==> src/rtl/imu_burst_sequencer.sv <==
`default_nettype none
// ============================================================================
//  Module   : imu_burst_sequencer
//  Purpose  : Configures an I2C sensor once, then repeatedly bursts N_BYTES
//             registers through a byte-level I2C master, with NACK retry.
//  Revision : 1.0 - initial release
// ============================================================================
module imu_burst_sequencer #(
   parameter int         N_BYTES   = 14,
   parameter int         ADR_W     = 4,
   parameter logic [7:0] START_REG = 8'h3B,
   parameter logic [7:0] CFG_REG   = 8'h6B,
   parameter logic [7:0] CFG_VAL   = 8'h00,
   parameter int         MAX_RETRY = 3,
   parameter bit         AUTO_SCAN = 1'b0
) (
   input  logic             MCLK,
   input  logic             nRST,
   input  logic             TIC,
   output logic             SRST,
   output logic [7:0]       DOUT,
   output logic             WE,
   output logic             RD,
   input  logic             QUEUED,
   input  logic             NACK,
   input  logic             STOP,
   input  logic             DATA_VALID,
   input  logic [7:0]       DIN,
   output logic [ADR_W-1:0] ADR,
   output logic [7:0]       DATA,
   output logic             LOAD,
   output logic             COMPLETED,
   output logic             ERR,
   input  logic             RESCAN,
   output logic [7:0]       SCAN_CNT
);

   localparam logic [ADR_W:0] c_n_bytes   = (ADR_W+1)'(N_BYTES);
   localparam logic [ADR_W:0] c_idx_one   = (ADR_W+1)'(1);
   localparam logic [3:0]     c_max_retry = 4'(MAX_RETRY);

   typedef enum logic [2:0] {
      S_IDLE      = 3'd0,
      S_CFG_A     = 3'd1,
      S_CFG_B     = 3'd2,
      S_WAIT_STOP = 3'd3,
      S_PTR       = 3'd4,
      S_READ      = 3'd5,
      S_DONE      = 3'd6,
      S_ERROR     = 3'd7
   } state_t;

   state_t           r_state,     w_state;
   logic             r_srst,      w_srst;
   logic [7:0]       r_dout,      w_dout;
   logic             r_we,        w_we;
   logic             r_rd,        w_rd;
   logic [ADR_W-1:0] r_adr,       w_adr;
   logic [7:0]       r_data,      w_data;
   logic             r_load,      w_load;
   logic             r_completed, w_completed;
   logic             r_err,       w_err;
   logic [7:0]       r_scan_cnt,  w_scan_cnt;
   logic             r_cfg_done,  w_cfg_done;
   logic [2:0]       r_retry,     w_retry;
   logic [ADR_W:0]   r_req,       w_req;
   logic [ADR_W:0]   r_idx,       w_idx;
   logic             w_fail;

   always_comb begin
      w_state     = r_state;
      w_srst      = 1'b0;
      w_dout      = r_dout;
      w_we        = r_we;
      w_rd        = r_rd;
      w_adr       = r_adr;
      w_data      = r_data;
      w_load      = 1'b0;
      w_completed = r_completed;
      w_err       = r_err;
      w_scan_cnt  = r_scan_cnt;
      w_cfg_done  = r_cfg_done;
      w_retry     = r_retry;
      w_req       = r_req;
      w_idx       = r_idx;
      w_fail      = 1'b0;

      if (TIC) begin
         unique case (r_state)
            S_IDLE: begin
               w_completed = 1'b0;
               w_we        = 1'b1;
               if (r_cfg_done) begin
                  w_rd    = 1'b0;
                  w_dout  = START_REG;
                  w_state = S_PTR;
               end else begin
                  w_dout  = CFG_REG;
                  w_state = S_CFG_A;
               end
            end
            S_CFG_A: begin
               if (NACK) w_fail = 1'b1;
               else if (QUEUED) begin
                  w_dout  = CFG_VAL;
                  w_state = S_CFG_B;
               end
            end
            S_CFG_B: begin
               if (NACK) w_fail = 1'b1;
               else if (QUEUED) begin
                  w_we       = 1'b0;
                  w_cfg_done = 1'b1;
                  w_state    = S_WAIT_STOP;
               end
            end
            S_WAIT_STOP: begin
               if (NACK) w_fail = 1'b1;
               else if (STOP) begin
                  w_we    = 1'b1;
                  w_rd    = 1'b0;
                  w_dout  = START_REG;
                  w_state = S_PTR;
               end
            end
            S_PTR: begin
               if (NACK) w_fail = 1'b1;
               else if (QUEUED) begin
                  w_we    = 1'b0;
                  w_rd    = 1'b1;
                  w_req   = '0;
                  w_idx   = '0;
                  w_adr   = '0;
                  w_state = S_READ;
               end
            end
            S_READ: begin
               if (NACK) w_fail = 1'b1;
               else if (STOP) begin
                  // A stop before the full burst arrived is a truncated read
                  if (r_idx == c_n_bytes) begin
                     w_rd        = 1'b0;
                     w_completed = 1'b1;
                     w_scan_cnt  = r_scan_cnt + 8'd1;
                     w_retry     = 3'd0;
                     w_state     = S_DONE;
                  end else begin
                     w_fail = 1'b1;
                  end
               end else if (DATA_VALID) begin
                  if (r_idx != c_n_bytes) begin
                     w_data = DIN;
                     w_adr  = r_idx[ADR_W-1:0];
                     w_load = 1'b1;
                     w_idx  = r_idx + c_idx_one;
                  end
               end else if (QUEUED && r_rd) begin
                  w_req = r_req + c_idx_one;
                  if (r_req + c_idx_one == c_n_bytes) w_rd = 1'b0;
               end
            end
            S_DONE: begin
               if (RESCAN || AUTO_SCAN) w_state = S_IDLE;
            end
            S_ERROR: begin
               if (RESCAN) begin
                  w_err      = 1'b0;
                  w_retry    = 3'd0;
                  w_cfg_done = 1'b0;
                  w_state    = S_IDLE;
               end
            end
            default: w_state = S_IDLE;
         endcase
      end

      if (w_fail) begin
         w_we   = 1'b0;
         w_rd   = 1'b0;
         w_srst = 1'b1;
         if (({1'b0, r_retry} + 4'd1) < c_max_retry) begin
            w_retry = r_retry + 3'd1;
            w_state = S_IDLE;
         end else begin
            w_err       = 1'b1;
            w_completed = 1'b0;
            w_state     = S_ERROR;
         end
      end
   end

   always_ff @(posedge MCLK) begin
      if (!nRST) begin
         r_state     <= S_IDLE;
         r_srst      <= 1'b0;
         r_dout      <= 8'h00;
         r_we        <= 1'b0;
         r_rd        <= 1'b0;
         r_adr       <= '0;
         r_data      <= 8'hFF;
         r_load      <= 1'b0;
         r_completed <= 1'b0;
         r_err       <= 1'b0;
         r_scan_cnt  <= 8'h00;
         r_cfg_done  <= 1'b0;
         r_retry     <= 3'd0;
         r_req       <= '0;
         r_idx       <= '0;
      end else begin
         r_state     <= w_state;
         r_srst      <= w_srst;
         r_dout      <= w_dout;
         r_we        <= w_we;
         r_rd        <= w_rd;
         r_adr       <= w_adr;
         r_data      <= w_data;
         r_load      <= w_load;
         r_completed <= w_completed;
         r_err       <= w_err;
         r_scan_cnt  <= w_scan_cnt;
         r_cfg_done  <= w_cfg_done;
         r_retry     <= w_retry;
         r_req       <= w_req;
         r_idx       <= w_idx;
      end
   end

   assign SRST      = r_srst;
   assign DOUT      = r_dout;
   assign WE        = r_we;
   assign RD        = r_rd;
   assign ADR       = r_adr;
   assign DATA      = r_data;
   assign LOAD      = r_load;
   assign COMPLETED = r_completed;
   assign ERR       = r_err;
   assign SCAN_CNT  = r_scan_cnt;

endmodule
`default_nettype wire

==> config.mk <==
export PLATFORM = sky130hd
export DESIGN_NAME = imu_burst_sequencer
export DESIGN_NICKNAME = d
export VERILOG_FILES = /design/src/rtl/imu_burst_sequencer.sv
export SDC_FILE = /design/constraint.sdc
export NUM_CORES = 1
export LEC_CHECK = 0
export BUFFER_PORTS_ARGS = -buffer_cell sky130_fd_sc_hd__buf_2
export CORE_UTILIZATION = 31
export DETAILED_ROUTE_END_ITERATION = 10
export GPL_TIMING_DRIVEN = 0
export SLEW_MARGIN = 20
export SYNTH_ARGS = -nofsm -noshare
export SYNTH_HDL_FRONTEND = slang
export SYNTH_SLANG_ARGS = --single-unit
==> constraint.sdc <==
create_clock -name MCLK -period 2.2 [get_ports MCLK]
set_input_delay 0.55 -clock MCLK [delete_from_list [all_inputs] [get_ports MCLK]]
set_output_delay 0.55 -clock MCLK [all_outputs]
set_load 0.02 [all_outputs]
==> flow_summary_export.csv <==
group,metric,value,unit
clocking,clkSinkCount,46,
layout,nNetsFinal,365,
die,core.rowCount,32,
clocking,cts_tree,"built",
layout,syn_to_final_growth,18.3,%
place,io_buffer_count,45,
logic_synthesis,ys_warn_count,0,
timing,finalHoldViolations,0,
logic_synthesis,synthesis.area,2460,um^2
critical_path,cp_num_buf_inv,1,
place,placed_cell_area,2820,um^2
critical_path,worstPathArrival,2150,ps
critical_path,crit_type,"reg2reg",
flow_run,maxCapViolations,0,
clocking,clk_pin_slew,100,ps
critical_path,start_kind,"register",
die,start_util,0.320,
critical_path,crit_chain,"inv_1, ha_1, nand4b_4, nor4_4, and4_1, xnor2_1, nor2_1",
die,pin_count,50,
grt,grt_usage,0.138,
route,routed_wl,5660,um
route,via_per_inst,5.09,
clocking,ctsResizeCount,0,
grt,grt_start_max_net_pins,17,
layout,multi_input_area,1380,um^2
clocking,postCtsSetupBuffers,0,
layout,layout-drive-gt1-share,0.227,
grt,grt_pass1_vias,2038,
grt,antenna_found_initial,0,
route,drc,0,
timing,fin_crit_sh,0.887,
timing,final.setup_skew,11.2,ps
power_and_ir_drop,total_power,0.00170,W
route,first_pass_iters,6,
critical_path,endpoint_kind,"register",
critical_path,cp_max_fo,9,
clocking,cts_max_path_buffers,2,
clocking,clk_latency,310,ps
layout,num_antenna_cells,0,
logic_synthesis,synth.distinct_cells,63,
timing,clock.fmax,0.512,GHz
timing,fin_setup_tns,0,ps
power_and_ir_drop,p_per_area,585,nW/um^2
route,wl_per_cell,12.7,um
place,place_congestion,0.855,
critical_path,crit_required,2390,ps
clocking,hold_buffers,0,
worst_hold_path,hp-class,"in2reg",
timing,maxSlewHeadroom,0.625,
clocking,cts-buffers-inserted,5,
layout,seqCellArea,921,um^2
die,die_x,91.1,um
route,via_count,2266,
logic_synthesis,synth-edff-count,0,
timing,slew_violations,0,
timing,rsz0062_at_grt,"false",
critical_path,slowest_delay,570,ps
die,coreArea,7690,um^2
logic_synthesis,async_flop_share,0,
logic_synthesis,avgSynthCellArea,8.51,um^2
die,die_h,91.1,um
logic_synthesis,ys_ff_latch,46,
timing,fin_crit,1950,ps
place,dp_hpwl,4040,um
route,drt_iter0_markers,191,
grt,grt_overflow,0,
layout,fillCellCount,833,
clocking,cts_max_level,2,
power_and_ir_drop,ir_worst_vdd,0.209,mV
power_and_ir_drop,p_leak,1.25,nW
logic_synthesis,syn_inst,289,
status,status,"completed",
timing,setup_viol,0,
logic_synthesis,synth_ff_type,"dfxtp_1",
layout,fin_area,2910,um^2
timing,worstMarginPinSlew,558,ps
grt,grt_first_pass_wirelength,9450,um
route,ant_nets,0,
critical_path,crit_family,"simple AND/OR/NAND/NOR gates",
clocking,cts-root-buf,"clkbuf_8",
die,die-area,8290,um^2
logic_synthesis,ys_seq_area_frac,0.375,
layout,utilization,0.378,
critical_path,crit_slowest_cell,"nor4_4",
## registers in the layout (all words and copies together) (netlist names), 3 cells and up
signal    cells
r_retry       3
ADR           4
SCAN_CNT      8
DATA          8
r_req         5
r_idx         5
DOUT          3
r_state       3
## cells by family (layout without fill, tap and decap cells)
group,Yosys count,after routing,share of synthesized area
AND/OR/NAND/NOR,119,119,0.273
AO/OA/AOI/OAI,65,65,0.166
flip-flops,46,46,0.375
buffers and inverters,30,83,0.0672
multiplexers,11,11,0.0453
XOR/XNOR,9,9,0.0321
adder cells (fa/ha/maj),8,8,0.0397
other,1,2,0.00153
## metal layers
metal,wire length (um),GRT usage,vias to the layer above
li1,-,-,1129
met1,2590,0.170,1072
met2,2780,0.243,58
met3,226,0.0260,7
met4,72,0.0437,0
met5,0,0,-
## metrics by stage
stage               setup WS (ps)  instances  hold slack, ps
finish                        248        445             448
global route                 59.9        445             463
CTS                           244        445             444
detailed placement            110        437             444
global placement              112        437             444
floorplan                     423        290             463
## layout make-up
cell class,count,share of cell area
sequential,46,0.317
clock buffer,5,0.0237
tap,102,0.0439
inverter,10,0.0176
clock inverter,3,0.00860
buffer,20,0.0391
timing repair buffer,45,0.0774
multi-input combinational,214,0.473
## where the power goes
group	internal, W	leakage, nW	switching, W
clock network	0.000230	0.0447	0.000321
logic	0.000113	0.835	0.000173
registers	0.000853	0.372	0.0000119
total	0.00120	1.25	0.000506
## tightest hold or removal path: cells and delay by family
kind,cells,cell delay [ps]
mux,1,50
buf+inv,1,70
simple gates,1,60
## cells in the final DEF (no fill, tap or decap), types with 2 or more instances in the layout
master,instances
nand3_1,14
dfxtp_1,46
mux2i_1,10
o21a_1,2
and3_1,3
buf_4,6
a41oi_1,2
clkbuf_8,5
inv_1,8
nand2b_1,4
o211ai_1,2
o21ai_0,12
nand3b_1,2
nand2_1,31
a21oi_1,24
nor2_1,22
conb_1,2
nand4b_1,3
and2_1,5
or2_1,2
nor3b_1,2
or3_1,5
a21boi_0,2
xnor2_1,3
nand4_1,8
or4_1,4
buf_2,52
nor2b_1,5
clkbuf_1,5
xor2_1,6
ha_1,7
a31oi_1,4
## final timing paths
check / start / slack, ps / cells past startpoint / to
max: r_idx[0]$_SDFFE_PN0P_ / 250 / 7 / SCAN_CNT[7]$_SDFFE_PN0P_
min: DIN[7] / 450 / 3 / DATA[7]$_SDFFE_PN1P_
max reg2reg: r_idx[0]$_SDFFE_PN0P_ / 250 / 7 / SCAN_CNT[7]$_SDFFE_PN0P_
min reg2reg: ADR[3]$_SDFFE_PN0P_ / 450 / 2 / ADR[3]$_SDFFE_PN0P_
## synthesized netlist by cell type, types with 2 or more instances
library cell  instances  share of area
buf_4                 6          0.018
nor2b_1               5          0.013
and3_1                3         0.0076
nor2_1               22          0.034
nand2_1              31          0.047
nand4b_1              3          0.011
or2_1                 2         0.0051
a21boi_0              2         0.0061
nor3b_1               2         0.0061
or3_1                 5          0.013
nand3_1              14          0.028
a41oi_1               2         0.0071
inv_1                 8          0.012
and2_1                5          0.013
nand2b_1              4          0.010
o21ai_0              12          0.024
o211ai_1              2         0.0061
buf_2                 7          0.014
nand3b_1              2         0.0061
dfxtp_1              46           0.37
nand4_1               8          0.020
xnor2_1               3          0.011
ha_1                  7          0.036
o21a_1                2         0.0061
or4_1                 4          0.012
xor2_1                6          0.021
a31oi_1               4          0.010
mux2i_1              10          0.041
a21oi_1              24          0.049
clkbuf_1              5         0.0076
No activity file was read; power rests on OpenSTA's default activity.
